`src/rtl/muldiv_seq_if.sv`:
```
// muldiv_seq_if: request/response bundle between the core's execute stage and muldiv_seq.
// The core drives the master side and the sequencer drives the slave side.
interface muldiv_seq_if #(
    parameter int XLEN = 32
);
    logic            start;
    logic [2:0]      fn3;
    logic [XLEN-1:0] rs1_data;
    logic [XLEN-1:0] rs2_data;
    logic [XLEN-1:0] result;
    logic            done;
    logic            busy;
    logic            stall;
    modport master (output start, fn3, rs1_data, rs2_data, input result, done, busy, stall);
    modport slave (input start, fn3, rs1_data, rs2_data, output result, done, busy, stall);
endinterface

```
`src/rtl/muldiv_seq.sv`:
```
// muldiv_seq: iterative RV32M multiply/divide, one shift/add or shift/subtract step per clock.
// Define MULDIV_DIV_EN to build the divider; without it DIV/DIVU/REM/REMU finish in one cycle with 0.
module muldiv_seq #(
    parameter int XLEN = 32
) (
    input  logic        clk,
    input  logic        rst,
    muldiv_seq_if.slave bus
);
    localparam int CW = $clog2(XLEN);
    typedef enum logic [1:0] {IDLE, CALC, DONE} state_t;
    state_t            state_q, state_d;
    logic [2:0]        fn3_q, fn3_d;
    logic              neg_q, neg_d;
    logic [CW-1:0]     cnt_q, cnt_d;
    logic [2*XLEN-1:0] acc_q, acc_d;
    logic [XLEN-1:0]   opb_q, opb_d, result_q, result_d;
    logic              sa, sb, an, bn;
    logic [XLEN-1:0]   ma, mb, fin;
    logic [XLEN:0]     sum;
    logic [2*XLEN-1:0] mstep, step, prod;
`ifdef MULDIV_DIV_EN
    logic              rneg_q, rneg_d, ge, fast;
    logic [XLEN:0]     pr;
    logic [XLEN-1:0]   q, r, fast_res;
    logic [2*XLEN-1:0] dstep;
`endif
    assign sa = (bus.fn3 == 3'b001) | (bus.fn3 == 3'b010) | (bus.fn3[2] & ~bus.fn3[0]);
    assign sb = (bus.fn3 == 3'b001) | (bus.fn3[2] & ~bus.fn3[0]);
    assign an = sa & bus.rs1_data[XLEN-1];
    assign bn = sb & bus.rs2_data[XLEN-1];
    assign ma = an ? -bus.rs1_data : bus.rs1_data;
    assign mb = bn ? -bus.rs2_data : bus.rs2_data;
    // acc holds {partial product, remaining multiplier bits}; the add result shifts right into it
    assign sum   = {1'b0, acc_q[2*XLEN-1:XLEN]} + (acc_q[0] ? {1'b0, opb_q} : '0);
    assign mstep = {sum, acc_q[XLEN-1:1]};
    assign prod  = neg_q ? -step : step;
`ifdef MULDIV_DIV_EN
    // acc holds {partial remainder, dividend bits shifting out / quotient bits shifting in}
    assign pr       = acc_q[2*XLEN-1:XLEN-1];
    assign ge       = pr >= {1'b0, opb_q};
    assign dstep    = {ge ? pr[XLEN-1:0] - opb_q : pr[XLEN-1:0], acc_q[XLEN-2:0], ge};
    assign step     = fn3_q[2] ? dstep : mstep;
    assign q        = step[XLEN-1:0];
    assign r        = step[2*XLEN-1:XLEN];
    assign fin      = !fn3_q[2] ? (fn3_q[1:0] == 2'b00 ? prod[XLEN-1:0] : prod[2*XLEN-1:XLEN])
                    : fn3_q[1] ? (rneg_q ? -r : r) : (neg_q ? -q : q);
    assign fast     = bus.fn3[2] & ((bus.rs2_data == '0) | (~bus.fn3[0]
                    & (bus.rs1_data == {1'b1, {(XLEN-1){1'b0}}}) & (&bus.rs2_data)));
    assign fast_res = (bus.rs2_data == '0) ? (bus.fn3[1] ? bus.rs1_data : '1)
                    : (bus.fn3[1] ? '0 : {1'b1, {(XLEN-1){1'b0}}});
`else
    assign step = mstep;
    assign fin  = fn3_q[2] ? '0 : (fn3_q[1:0] == 2'b00 ? prod[XLEN-1:0] : prod[2*XLEN-1:XLEN]);
`endif
    always_comb begin
        state_d  = state_q;
        fn3_d    = fn3_q;
        neg_d    = neg_q;
        cnt_d    = cnt_q;
        acc_d    = acc_q;
        opb_d    = opb_q;
        result_d = result_q;
`ifdef MULDIV_DIV_EN
        rneg_d   = rneg_q;
`endif
        case (state_q)
            IDLE: if (bus.start) begin
                fn3_d    = bus.fn3;
                neg_d    = an ^ bn;
                cnt_d    = CW'(XLEN - 1);
                acc_d    = {{XLEN{1'b0}}, bus.fn3[2] ? ma : mb};
                opb_d    = bus.fn3[2] ? mb : ma;
`ifdef MULDIV_DIV_EN
                rneg_d   = an;
                state_d  = fast ? DONE : CALC;
                result_d = fast ? fast_res : result_q;
`else
                state_d  = bus.fn3[2] ? DONE : CALC;
                result_d = bus.fn3[2] ? '0 : result_q;
`endif
            end
            CALC: begin
                acc_d    = step;
                cnt_d    = cnt_q - 1'b1;
                state_d  = (cnt_q == '0) ? DONE : CALC;
                result_d = (cnt_q == '0) ? fin : result_q;
            end
            DONE:    state_d = IDLE;
            default: state_d = IDLE;
        endcase
    end
    always_ff @(posedge clk or posedge rst) begin
        if (rst) begin
            state_q  <= IDLE;
            fn3_q    <= '0;
            neg_q    <= 1'b0;
            cnt_q    <= '0;
            acc_q    <= '0;
            opb_q    <= '0;
            result_q <= '0;
`ifdef MULDIV_DIV_EN
            rneg_q   <= 1'b0;
`endif
        end else begin
            state_q  <= state_d;
            fn3_q    <= fn3_d;
            neg_q    <= neg_d;
            cnt_q    <= cnt_d;
            acc_q    <= acc_d;
            opb_q    <= opb_d;
            result_q <= result_d;
`ifdef MULDIV_DIV_EN
            rneg_q   <= rneg_d;
`endif
        end
    end
    assign bus.result = result_q;
    assign bus.done   = state_q == DONE;
    assign bus.busy   = state_q != IDLE;
    assign bus.stall  = (state_q == IDLE && bus.start) || state_q == CALC;
endmodule

```
`src/flat_wrapper.sv`:
```
// flat-port wrapper written by rule: the top's interface ports become plain ports
module muldiv_seq_flat 
#(
    parameter int XLEN = 32
)
  (clk, rst, bus_start, bus_fn3, bus_rs1_data, bus_rs2_data, bus_result, bus_done, bus_busy, bus_stall);
  muldiv_seq_if #(.XLEN(XLEN)) bus_i ();
  input  logic clk;
  input  logic rst;
  input wire logic [$bits(bus_i.start)-1:0] bus_start;
  input wire logic [$bits(bus_i.fn3)-1:0] bus_fn3;
  input wire logic [$bits(bus_i.rs1_data)-1:0] bus_rs1_data;
  input wire logic [$bits(bus_i.rs2_data)-1:0] bus_rs2_data;
  output wire logic [$bits(bus_i.result)-1:0] bus_result;
  output wire logic [$bits(bus_i.done)-1:0] bus_done;
  output wire logic [$bits(bus_i.busy)-1:0] bus_busy;
  output wire logic [$bits(bus_i.stall)-1:0] bus_stall;
  assign bus_i.start = bus_start;
  assign bus_i.fn3 = bus_fn3;
  assign bus_i.rs1_data = bus_rs1_data;
  assign bus_i.rs2_data = bus_rs2_data;
  assign bus_result = bus_i.result;
  assign bus_done = bus_i.done;
  assign bus_busy = bus_i.busy;
  assign bus_stall = bus_i.stall;
  muldiv_seq #(.XLEN(XLEN)) u_core (.clk(clk), .rst(rst), .bus(bus_i));
endmodule
```
`config.mk`:
```
export PLATFORM = sky130hd
export DESIGN_NAME = muldiv_seq_flat
export DESIGN_NICKNAME = d
export VERILOG_FILES = /design/src/rtl/muldiv_seq_if.sv /design/src/rtl/muldiv_seq.sv /design/src/flat_wrapper.sv
export SDC_FILE = /design/constraint.sdc
export NUM_CORES = 1
export LEC_CHECK = 0
export ABC_AREA = 1
export CORE_ASPECT_RATIO = 1.2
export CORE_MARGIN = 5
export CORE_UTILIZATION = 32
export CTS_CLUSTER_SIZE = 16
export DETAILED_ROUTE_END_ITERATION = 10
export GPL_TIMING_DRIVEN = 0
export PLACE_DENSITY_LB_ADDON = 0.25
export SYNTH_ARGS = -nofsm -noshare
export SYNTH_HDL_FRONTEND = slang
export SYNTH_SLANG_ARGS = --single-unit
```
`constraint.sdc`:
```
create_clock -name clk -period 5.8 [get_ports clk]
set_input_delay 0.58 -clock clk [delete_from_list [all_inputs] [get_ports clk]]
set_output_delay 0.58 -clock clk [all_outputs]
set_load 0.02 [all_outputs]
```
==> reports/results.tsv, run 1 <==
stage	metric	value	unit
routing	detailed router's first-iteration violation count	833	
cts	Clk pin slew, worst setup/hold paths	70	ps
sta	skew final	13.30	ps
critical_path	Bufs and invs on worst path	4	
layout	non-filler cells, final	2651	
routing	DR WL/cell	17.54	µm
grt	maximum number of pins on one net before global-route repair	85	
grt	global routing usage summed across all routing layers	21.61	%
sta	final worst-path cycle share	71.40	%
layout	Reg area	3478	µm²
run	Max-cap violations	0	
run_status	status	completed	
floorplan	Top Ports	105	
routing	routed vias	13144	
critical_path	R2R setup slack	1660	ps
routing	antenna-violating nets left	0	
floorplan	Site Rows	79	
synth	portion of netlist area occupied by mux cells	0	%
synth	number of flip-flops and latches in the synthesized netlist	139	
power_and_ir_drop	Power Total	7.503	mW
place	post-placement worst setup slack	1665	ps
routing	DR DRC count	0	
layout	ratio of cells with drive above 1 in the final layout	6.259	%
place	number of buffers added on ports	104	
cts	Resize count post-CTS	0	
sta	number of max-slew violations in the final report	0	
grt	vias in the first global route	12928	
synth	commonest register cell after synthesis	sky130_fd_sc_hd__dfrtp_1	
critical_path	crit start category	flop	
critical_path	critical path class	flop to flop	
synth	Avg Inst Size Synth	6.260	µm²
sta	post-route minimum period	4141	ps
cts	clock latency at the later pin of the worst-skew pair	450	ps
critical_path	Critical Path End Type	flop	
synth	sequential fraction of the synthesis area	27.94	%
sta	maximum clock frequency	241.5	MHz
synth	unique cell type count in the Yosys netlist	54	
routing	Routed WL	46500	µm
cts	level count of the clock H-tree	4	
floorplan	Die Span X	190.1	µm
synth	instance count of the mapped netlist	1989	
hold_path	Hold WC Path Type	flop to flop	
cts	total setup buffers inserted after CTS	0	
layout	# fillers	4204	
layout	area of combinational cells with multiple inputs	7491	µm²
critical_path	critical path's slowest cell	sky130_fd_sc_hd__fa_1	
critical_path	cell-by-cell trace of the critical path	clkbuf_1 > clkbuf_1 > nand2_1 > inv_1 > ha_1 > fa_1 > nor2_1 > inv_1 > nor2_1 > nand2_1 > nor2_4 > nand3_4 > nor2_8 > nand2_4 > nand2_1 > o21ai_1 > nand2_1 > nand2_1 > o21ai_1 > nand2_1	
power_and_ir_drop	Lkg Pwr	7.622	nW
critical_path	delay of the slowest cell on the worst path	610	ps
synth	async set or reset register ratio after synthesis	100.0	%
place	weighted congestion reported at the end of routability-driven placement	0.9550	
layout	nets	2220	
sta	Hold Vio Cnt, Final	0	
synth	count of flip-flops with a built-in enable after synthesis	0	
power_and_ir_drop	power density over the cells	508.9	nW/µm²
routing	router iterations before antenna repair	8	
layout	number of antenna cells inserted	0	
floorplan	area of the die	42970	µm²
synth	Yosys warning total	0	
routing	vias per std cell	4.958	
cts	# hold bufs at CTS	0	
floorplan	die boundary height	226.1	µm
synth	Cell Area, Synth	12450	µm²
grt	sum of overflow across all layers after global routing	0	
sta	Relative slew margins	37.58	%
cts	clock sink total	139	
floorplan	starting density of the core	32.22	%
grt	first-pass GRT wire length	71310	µm
critical_path	maximum fanout encountered on the critical timing path	10	
cts	TritonCTS clock tree	built	
place	half-perimeter wire length after placement	39050	µm
place	number of instances in the placed design	2620	
sta	least setup slack across all paths after layout	1659	ps
layout	P&R area growth vs syn	18.43	%
power_and_ir_drop	largest voltage drop on the vdd net	0.0002645	V
critical_path	required time at the endpoint of the critical path	6120	ps
critical_path	dominant delay contributor by cell family on the critical path	simple AND/OR/NAND/NOR gates	
synth	xor-xnor portion of the synthesized cell area	4.291	%
cts	CTS max path bufs	2	
sta	slew at the pin closest to its max-slew limit	932.9	ps
sta	setup violation total in the final timing report	0	
synth	largest family of logic cells by synthesized area	simple AND/OR/NAND/NOR gates	
critical_path	cell seen most often among critical-path stages	sky130_fd_sc_hd__nand2_1	
floorplan	core box area	38650	µm²
synth	Compound-Gate Fraction of Synth Area	13.84	%
critical_path	Data arrival, critical path	4460	ps
cts	number of clock buffers inserted by TritonCTS	17	
synth	synthesized-area fraction occupied by and/or/nand/nor cells	38.26	%
grt	number of antenna violations at the first check in global routing	0	
sta	unrepaired setup endpoints after global routing	no	
cts	clock root buffer master	sky130_fd_sc_hd__clkbuf_16	
synth	Post-Synthesis Net Count	2096	
synth	area share of fa/ha/maj cells after synthesis	3.779	%
synth_stat cells (2+ instances only):
| master | number | area share (%) |
|---|---|---|
| sky130_fd_sc_hd__buf_6 | 3 | 0.27 |
| sky130_fd_sc_hd__nand2_1 | 676 | 20 |
| sky130_fd_sc_hd__and2_1 | 4 | 0.20 |
| sky130_fd_sc_hd__o31ai_1 | 6 | 0.36 |
| sky130_fd_sc_hd__o21ai_0 | 102 | 4.1 |
| sky130_fd_sc_hd__xor2_1 | 49 | 3.4 |
| sky130_fd_sc_hd__nand3_1 | 132 | 5.3 |
| sky130_fd_sc_hd__a221o_1 | 2 | 0.16 |
| sky130_fd_sc_hd__clkbuf_8 | 3 | 0.33 |
| sky130_fd_sc_hd__a21oi_1 | 58 | 2.3 |
| sky130_fd_sc_hd__inv_2 | 12 | 0.36 |
| sky130_fd_sc_hd__o22ai_1 | 4 | 0.20 |
| sky130_fd_sc_hd__o21ai_1 | 3 | 0.12 |
| sky130_fd_sc_hd__or2_2 | 3 | 0.15 |
| sky130_fd_sc_hd__nor3_2 | 3 | 0.24 |
| sky130_fd_sc_hd__dfrtp_1 | 139 | 28 |
| sky130_fd_sc_hd__a22oi_1 | 22 | 1.3 |
| sky130_fd_sc_hd__o221ai_1 | 38 | 2.7 |
| sky130_fd_sc_hd__nor3_1 | 18 | 0.72 |
| sky130_fd_sc_hd__nor2_4 | 8 | 0.72 |
| sky130_fd_sc_hd__buf_2 | 4 | 0.16 |
| sky130_fd_sc_hd__a31oi_1 | 6 | 0.30 |
| sky130_fd_sc_hd__nand3_2 | 14 | 1.1 |
| sky130_fd_sc_hd__a32o_1 | 6 | 0.48 |
| sky130_fd_sc_hd__nand4_1 | 21 | 1.1 |
| sky130_fd_sc_hd__nor4_1 | 5 | 0.25 |
| sky130_fd_sc_hd__clkbuf_1 | 43 | 1.3 |
| sky130_fd_sc_hd__o2111ai_1 | 9 | 0.63 |
| sky130_fd_sc_hd__nor2_2 | 12 | 0.60 |
| sky130_fd_sc_hd__xnor2_1 | 12 | 0.84 |
| sky130_fd_sc_hd__nand2_2 | 30 | 1.5 |
| sky130_fd_sc_hd__inv_1 | 302 | 9.1 |
| sky130_fd_sc_hd__buf_1 | 8 | 0.24 |
| sky130_fd_sc_hd__nand3b_1 | 9 | 0.54 |
| sky130_fd_sc_hd__nor2_1 | 160 | 4.8 |
| sky130_fd_sc_hd__ha_1 | 36 | 3.6 |
| sky130_fd_sc_hd__o21bai_1 | 2 | 0.12 |
| sky130_fd_sc_hd__o211ai_1 | 9 | 0.54 |
layer usage:
metal  vias up  GRT usage, %  routed length [µm]
met5         -             0                   0
met4         0         10.97                2422
met3       102         2.149                1867
met2       404         39.46               23390
met1      6018         25.05               18820
li1       6620             -                   -
cell type report:
cell class	count	share of cell area, %
multi-input combinational	1473	50.80
clock inverter	14	0.9334
tap	526	4.463
inverter	314	8.027
clock buffer	17	2.885
timing repair buffer	105	7.246
buffer	63	2.053
sequential	139	23.59
cells by family after synthesis:
kind of cell / after synthesis
AO/OA/AOI/OAI: 273
XOR/XNOR: 61
adder cells (fa/ha/maj): 37
buffers and inverters: 377
flip-flops: 139
AND/OR/NAND/NOR: 1102
worst min-delay path, delay by kind of cell (launching register included):
family | cells | cell delay (ps)
flip-flops | 1 | 340
AND/OR/NAND/NOR | 2 | 100
placed cells by master (no fill, tap or decap), types with 14 or more instances in the layout:
master	n
sky130_fd_sc_hd__nand3_2	14
sky130_fd_sc_hd__a22oi_1	22
sky130_fd_sc_hd__nand2_1	676
sky130_fd_sc_hd__clkbuf_1	43
sky130_fd_sc_hd__nand3_1	132
sky130_fd_sc_hd__xor2_1	49
sky130_fd_sc_hd__inv_1	301
sky130_fd_sc_hd__ha_1	36
sky130_fd_sc_hd__nor3_1	18
sky130_fd_sc_hd__nand4_1	21
sky130_fd_sc_hd__o221ai_1	38
sky130_fd_sc_hd__dfrtp_1	139
sky130_fd_sc_hd__clkdlybuf4s50_1	104
sky130_fd_sc_hd__clkbuf_16	17
sky130_fd_sc_hd__nand2_2	30
sky130_fd_sc_hd__a21oi_1	58
sky130_fd_sc_hd__nor2_1	160
sky130_fd_sc_hd__o21ai_0	102
path summary, 6_finish.rpt:
kind / endpoint / from / depth (start not counted)
worst max register to register: u_core.bus.result[17] / u_core.acc_q[0] / 20
min in group asynchronous: u_core.bus.result[6] / rst / 2
worst min-delay path: u_core.bus.result[17] / u_core.bus.result[17] / 2
worst max-delay path: u_core.bus.result[17] / u_core.acc_q[0] / 20
max in group asynchronous: u_core.acc_q[26] / rst / 3
worst min register to register: u_core.bus.result[17] / u_core.bus.result[17] / 2
where the power goes:
group | switching [mW] | internal [mW]
combinational | 3.19 | 1.53
sequential | 0.326 | 1.38
clock | 0.485 | 0.595
metrics by stage:
step / setup TNS, ps / util [%] / area (µm²) / hold WS [ps]
3_5_place_dp: 0 / 36.70 / 14180 / 466.2
5_1_grt: 0 / 38.15 / 14750 / 503.3
2_1_floorplan: 0 / - / 12450 / 435.6
6_report: 0 / 38.15 / 14750 / 477.7
3_3_place_gp: -92760 / 36.61 / 14150 / 465.2
4_1_cts: 0 / 38.15 / 14750 / 476.6
state kept, by name, indices dropped and copies added (netlist names):
signal             count
u_core.acc_q          64
u_core.bus.result     32
u_core.opb_q          32
u_core.cnt_q           5
u_core.fn3_q           3
u_core.state_q         2
u_core.neg_q           1
(Power assumes the default switching activity.)
==> inputs of run 2 (changes only) <==
==> constraint.sdc (replaced) <==
create_clock -name clk -period 3.7 [get_ports clk]
set_input_delay 0.37 -clock clk [delete_from_list [all_inputs] [get_ports clk]]
set_output_delay 0.37 -clock clk [all_outputs]
set_load 0.02 [all_outputs]
==> run 2 against run 1 <==
Compared with the run above:
- flip-flop and latch count unchanged
- final area increased by 0.93%
- clock skew decreased by 2.0 ps
- power increased by 60%
- sequential share of layout area decreased by 0.21 points
- worst hold slack got worse by 79 ps
- count of clock-buffer cells in the layout increased by 1
- first-iteration DRC count increased by 21%
- utilization increased by 0.36 points
- wire length increased by 1.1%
- global-route usage increased by 0.098 points
- largest cell class unchanged
==> reports/results.tsv, run 2 (synthesis results as in run 1) <==
stage	metric	value	unit
routing	Routed WL	47010	µm
critical_path	crit start category	flop	
power_and_ir_drop	part of the total power dissipated in sequential elements	22.4	%
cts	clock root buffer master	sky130_fd_sc_hd__clkbuf_16	
sta	skew final	11.34	ps
power_and_ir_drop	switching share of power	52.70	%
routing	detailed router's first-iteration violation count	1012	
layout	P&R area growth vs syn	19.54	%
place	weighted congestion reported at the end of routability-driven placement	0.9492	
layout	ratio of cells with drive above 1 in the final layout	7.052	%
cts	TritonCTS clock tree	built	
layout	nets	2221	
layout	commonest non-fill, non-tap cell in the layout	sky130_fd_sc_hd__nand2_1	
grt	first-pass GRT wire length	71950	µm
power_and_ir_drop	largest voltage drop on the vdd net	0.0004000	V
place	number of instances in the placed design	2622	
cts	level count of the clock H-tree	4	
floorplan	Top Ports	105	
power_and_ir_drop	Clk pwr share	15.4	%
power_and_ir_drop	share of total power in combinational logic	62.2	%
grt	global routing usage summed across all routing layers	21.71	%
floorplan	die boundary height	226.1	µm
layout	Reg area	3480	µm²
critical_path	Data arrival, critical path	3740	ps
cts	Clk pin slew, worst setup/hold paths	70	ps
routing	DR WL/cell	17.72	µm
floorplan	core box area	38650	µm²
power_and_ir_drop	NetSw	6.320	mW
place	half-perimeter wire length after placement	39500	µm
layout	area of combinational cells with multiple inputs	7537	µm²
floorplan	area of the die	42970	µm²
floorplan	starting density of the core	32.22	%
routing	routed vias	13170	
sta	Final Hold Slack	398.6	ps
critical_path	required time at the endpoint of the critical path	4030	ps
critical_path	Critical Path End Type	flop	
cts	number of clock buffers inserted by TritonCTS	17	
layout	non-filler cells, final	2653	
layout	# fillers	4241	
routing	antenna-violating nets left	0	
sta	maximum clock frequency	293.7	MHz
layout	most used cells in the layout excluding fill and tap cells	sky130_fd_sc_hd__nand2_1 (674), sky130_fd_sc_hd__inv_1 (301), sky130_fd_sc_hd__nor2_1 (158)	
floorplan	Site Rows	79	
hold_path	Hold WC Path Type	input port to async pin	
sta	Hold Vio Cnt, Final	0	
grt	vias in the first global route	12957	
cts	clock sink total	139	
grt	maximum number of pins on one net before global-route repair	39	
sta	slew at the pin closest to its max-slew limit	962.4	ps
layout	post-route design area	14880	µm²
power_and_ir_drop	internal power summed over all cells	5.672	mW
place	post-place instance area	14210	µm²
critical_path	critical path class	flop to flop	
cts	clock latency at the later pin of the worst-skew pair	460	ps
floorplan	Die Span X	190.1	µm
routing	vias per std cell	4.964	
cts	total setup buffers inserted after CTS	0	
sta	post-route minimum period	3405	ps
grt	number of antenna violations at the first check in global routing	0	
cts	CTS max path bufs	2	
layout	register bank with the most flops	u_core.acc_q	
power_and_ir_drop	Lkg Pwr	7.664	nW
power_and_ir_drop	power density over the cells	805.8	nW/µm²
critical_path	maximum fanout encountered on the critical timing path	10	
routing	router iterations before antenna repair	8	
routing	DR DRC count	0	
layout	number of antenna cells inserted	0	
sta	final worst-path cycle share	92.02	%
sta	setup violation total in the final timing report	0	
cts	# hold bufs at CTS	0	
run	Max-cap violations	0	
power_and_ir_drop	Power Total	11.99	mW
sta	number of max-slew violations in the final report	0	
sta	unrepaired setup endpoints after global routing	no	
grt	sum of overflow across all layers after global routing	0	
place	number of buffers added on ports	104	
sta	Relative slew margins	35.84	%
layout	flip-flop count of the largest register, all copies and words added	64	
run_status	status	completed	
-- run 2: path summary, 6_finish.rpt --
check	start	to	slack, ps	depth (start not counted)
worst max-delay path	u_core.acc_q[0]	u_core.bus.result[30]	300	21
min in group clk	u_core.bus.result[14]	u_core.bus.result[14]	480	2
worst min-delay path	rst	u_core.cnt_q[1]	400	2
max in group asynchronous	rst	u_core.acc_q[61]	2370	4
worst min register to register	u_core.bus.result[14]	u_core.bus.result[14]	480	2
worst max register to register	u_core.acc_q[0]	u_core.bus.result[30]	300	21
-- run 2: area by class of cell --
class / count / area share, %
clock buffers: 18 / 2.884
clock inverters: 14 / 1.236
repair buffers: 107 / 7.398
plain buffers: 62 / 2.093
multi-input cells: 1473 / 50.64
flip-flops and latches: 139 / 23.38
well taps: 526 / 4.422
inverters: 314 / 7.945
-- run 2: metal layers --
| layer | up-vias | routed length (µm) | global-route usage (%) |
|---|---|---|---|
| met1 | 6078 | 19500 | 25.57 |
| li1 | 6619 | - | - |
| met2 | 375 | 23530 | 39.18 |
| met3 | 98 | 1615 | 2.118 |
| met5 | - | 0 | 0 |
| met4 | 0 | 2368 | 11.02 |
-- run 2: critical path: stages, from the launching register on --
cell and delay, ps:
sky130_fd_sc_hd__dfrtp_2 450, sky130_fd_sc_hd__buf_6 160, sky130_fd_sc_hd__nand2_1 60, sky130_fd_sc_hd__inv_1 40, sky130_fd_sc_hd__ha_2 210, sky130_fd_sc_hd__fa_2 440
sky130_fd_sc_hd__nand3_2 110, sky130_fd_sc_hd__nand3_4 110, sky130_fd_sc_hd__nand2_1 100, sky130_fd_sc_hd__nand2_1 110, sky130_fd_sc_hd__nand2_1 80, sky130_fd_sc_hd__nand2_1 70
sky130_fd_sc_hd__inv_1 110, sky130_fd_sc_hd__nand3_1 160, sky130_fd_sc_hd__nor2_2 240, sky130_fd_sc_hd__nand3_2 170, sky130_fd_sc_hd__o21bai_4 230, sky130_fd_sc_hd__nand2_1 70
sky130_fd_sc_hd__nand2_1 60, sky130_fd_sc_hd__nand3_1 70, sky130_fd_sc_hd__nand2_2 150, sky130_fd_sc_hd__nand2_1 60
-- run 2: what timing repair did --
item                       in CTS  in global routing
pin swaps                       0                  2
resized for setup               7                 19
setup endpoints to repair      23                 24
-- run 2: metrics by stage --
| step | util [%] | worst slack (ps) | setup TNS [ps] |
|---|---|---|---|
| after detailed placement | 36.78 | -380.9 | -4085 |
| after floorplan | - | 782.1 | 0 |
| after global routing | 38.51 | 22.00 | 0 |
| final | 38.51 | 295.3 | 0 |
| after CTS | 38.40 | 8.118 | 0 |
| after global placement | 36.62 | -395.7 | -4106 |
-- run 2: power groups by stage --
stage	Clock, mW	Sequential, mW	Combinational, mW
final	1.85	2.69	7.46
after global routing	1.91	2.77	8.23
after CTS	1.86	2.67	7.39
after detailed placement	0	2.69	7.32
after global placement	0	2.67	7.27
after floorplan	0	2.69	4.89
==> inputs of run 3 (changes only) <==
--- a/config.mk
+++ b/config.mk
@@ -6,8 +6,8 @@
 export NUM_CORES = 1
 export LEC_CHECK = 0
 export ABC_AREA = 1
+export CAP_MARGIN = 40
 export CORE_ASPECT_RATIO = 1.2
-export CORE_MARGIN = 5
 export CORE_UTILIZATION = 32
 export CTS_CLUSTER_SIZE = 16
 export DETAILED_ROUTE_END_ITERATION = 10
==> run 3 against run 2 <==
Compared with the run above:
- non-clock buffer count increased by 3
- sequential power about the same
- power fell by 0.62%
- cell count is 1.6% lower
- sequential share of layout area is 0.061 points higher
- clock power shrank 8%
- register-to-register slack worse by 80 ps
- critical endpoint is now u_core.bus.result[17]
- highest routed layer unchanged
==> reports/results.tsv, run 3 (synthesis results as in run 1) <==
stage	metric	value	unit
run_status	status	completed	
cts	Clk pin slew, worst setup/hold paths	70	ps
layout	commonest non-fill, non-tap cell in the layout	sky130_fd_sc_hd__nand2_1	
floorplan	Top Ports	105	
power_and_ir_drop	power density over the cells	803.1	nW/µm²
layout	# fillers	4164	
floorplan	Site Rows	78	
critical_path	r2r endpoint	u_core.bus.result[17]	
power_and_ir_drop	switching share of power	53.66	%
grt	maximum number of pins on one net before global-route repair	38	
sta	setup violation total in the final timing report	0	
sta	number of max-slew violations in the final report	0	
cts	level count of the clock H-tree	4	
cts	number of clock buffers inserted by TritonCTS	17	
critical_path	critical path class	flop to flop	
sta	Hold Vio Cnt, Final	0	
power_and_ir_drop	Lkg Pwr	7.692	nW
critical_path	maximum fanout encountered on the critical timing path	10	
power_and_ir_drop	Clk pwr share	14.3	%
grt	first-pass GRT wire length	71740	µm
layout	flip-flop count of the largest register, all copies and words added	64	
sta	skew final	14.04	ps
place	number of buffers added on ports	104	
sta	slew at the pin closest to its max-slew limit	850.3	ps
power_and_ir_drop	internal power summed over all cells	5.523	mW
grt	sum of overflow across all layers after global routing	0	
layout	ratio of cells with drive above 1 in the final layout	7.324	%
sta	maximum clock frequency	286.6	MHz
power_and_ir_drop	share of total power in combinational logic	63.1	%
layout	nets	2224	
floorplan	starting density of the core	32.71	%
routing	detailed router's first-iteration violation count	844	
critical_path	number of cells on the worst reg-to-reg path	19	
routing	vias per std cell	5.036	
run	Max-cap violations	0	
critical_path	R2R setup slack	210	ps
cts	TritonCTS clock tree	built	
routing	router iterations before antenna repair	5	
layout	Final Core Density	38.99	%
cts	clock root buffer master	sky130_fd_sc_hd__clkbuf_16	
grt	global routing usage summed across all routing layers	23.90	%
layout	register bank with the most flops	u_core.acc_q	
power_and_ir_drop	largest voltage drop on the vdd net	0.0004151	V
routing	Routed WL	46000	µm
floorplan	Die Span X	182.1	µm
power_and_ir_drop	NetSw	6.395	mW
routing	DR DRC count	0	
routing	DR WL/cell	17.63	µm
sta	post-route minimum period	3489	ps
critical_path	Critical Path End Type	flop	
floorplan	die boundary height	218.1	µm
place	post-placement worst setup slack	-427.7	ps
layout	P&R area growth vs syn	19.18	%
routing	antenna-violating nets left	0	
power_and_ir_drop	part of the total power dissipated in sequential elements	22.6	%
routing	routed vias	13143	
place	weighted congestion reported at the end of routability-driven placement	0.9981	
grt	vias in the first global route	13079	
critical_path	crit start category	flop	
critical_path	Data arrival, critical path	3820	ps
power_and_ir_drop	Power Total	11.92	mW
cts	# hold bufs at CTS	0	
cts	total setup buffers inserted after CTS	0	
critical_path	required time at the endpoint of the critical path	4030	ps
sta	final worst-path cycle share	94.30	%
cts	CTS max path bufs	2	
cts	clock sink total	139	
sta	least setup slack across all paths after layout	210.9	ps
critical_path	Worst R2R Start	u_core.acc_q[0]	
cts	clock latency at the later pin of the worst-skew pair	450	ps
floorplan	core box area	38060	µm²
hold_path	Hold WC Path Type	input port to async pin	
sta	Relative slew margins	43.32	%
layout	number of antenna cells inserted	0	
floorplan	area of the die	39700	µm²
grt	number of antenna violations at the first check in global routing	0	
layout	most used cells in the layout excluding fill and tap cells	sky130_fd_sc_hd__nand2_1 (674), sky130_fd_sc_hd__inv_1 (301), sky130_fd_sc_hd__nor2_1 (156)	
place	half-perimeter wire length after placement	38710	µm
## run 3: worst max-delay path, stage by stage, from the launching register on
cell and delay, ps:
sky130_fd_sc_hd__dfrtp_1 440, sky130_fd_sc_hd__buf_4 240, sky130_fd_sc_hd__nand2_1 70, sky130_fd_sc_hd__inv_1 80, sky130_fd_sc_hd__ha_2 250, sky130_fd_sc_hd__fa_2 560, sky130_fd_sc_hd__nor2_1 140, sky130_fd_sc_hd__inv_1 100
sky130_fd_sc_hd__nor2_1 120, sky130_fd_sc_hd__nand2_1 90, sky130_fd_sc_hd__nor2_4 200, sky130_fd_sc_hd__nand3_4 150, sky130_fd_sc_hd__nor2_8 180, sky130_fd_sc_hd__nand2_4 90, sky130_fd_sc_hd__nand2_1 90, sky130_fd_sc_hd__o21ai_1 90
sky130_fd_sc_hd__nand2_1 80, sky130_fd_sc_hd__nand2_1 60, sky130_fd_sc_hd__o21ai_2 240, sky130_fd_sc_hd__nand2_1 70
## run 3: stage by stage
stage                     setup TNS (ps)  instances  instance area (µm²)  hold WS [ps]
after CTS                              0       2611                14790         263.2
after global placement             -3575       2573                14100         465.7
after detailed placement           -4319       2579                14210         465.7
final                                  0       2610                14840         269.6
after floorplan                        0       1989                12450         435.6
after global routing              -48.34       2610                14840         310.2
## run 3: worst max path at each step
stage                            endpoint       startpoint  cells after the start  slack (ps)
floorplan           u_core.bus.result[25]  u_core.acc_q[0]                     22         780
global placement    u_core.bus.result[19]  u_core.acc_q[0]                     18        -380
detailed placement  u_core.bus.result[19]  u_core.acc_q[0]                     18        -430
CTS                 u_core.bus.result[17]  u_core.acc_q[0]                     20          20
global route        u_core.bus.result[28]  u_core.acc_q[0]                     22         -20
finish              u_core.bus.result[17]  u_core.acc_q[0]                     19         210
## run 3: metal layers
| metal | GRT usage (%) | routed length [µm] | up-vias | share of wire, % |
|---|---|---|---|---|
| li1 | - | - | 6619 | - |
| met1 | 27.59 | 19030 | 6056 | 41 |
| met2 | 42.13 | 22520 | 357 | 49 |
| met3 | 1.854 | 1559 | 111 | 3.4 |
| met4 | 16.33 | 2890 | 0 | 6.3 |
| met5 | 0 | 0 | - | 0 |
## run 3: final cells by class
type | instances | area (µm²) | share of cell area [%]
clock buffer | 17 | 425.4 | 2.867
tap | 480 | 600.6 | 4.047
timing repair buffer | 110 | 1151 | 7.757
clock inverter | 15 | 145.1 | 0.9781
inverter | 314 | 1182 | 7.968
multi-input combinational | 1473 | 7551 | 50.89
buffer | 62 | 305.3 | 2.057
sequential | 139 | 3478 | 23.44
## run 3: power by group through the flow
stage                     clock [mW]  combinational, mW  sequential [mW]
after floorplan                    0               4.89             2.69
final                           1.71               7.52             2.70
after global routing            1.78               8.30             2.77
after CTS                       1.74               7.39             2.67
after detailed placement           0               7.32             2.69
after global placement             0               7.23             2.68
## run 3: repair_timing
action	CTS	global route
setup endpoints to repair	20	24
gates resized for setup	8	18
pin swaps	0	3
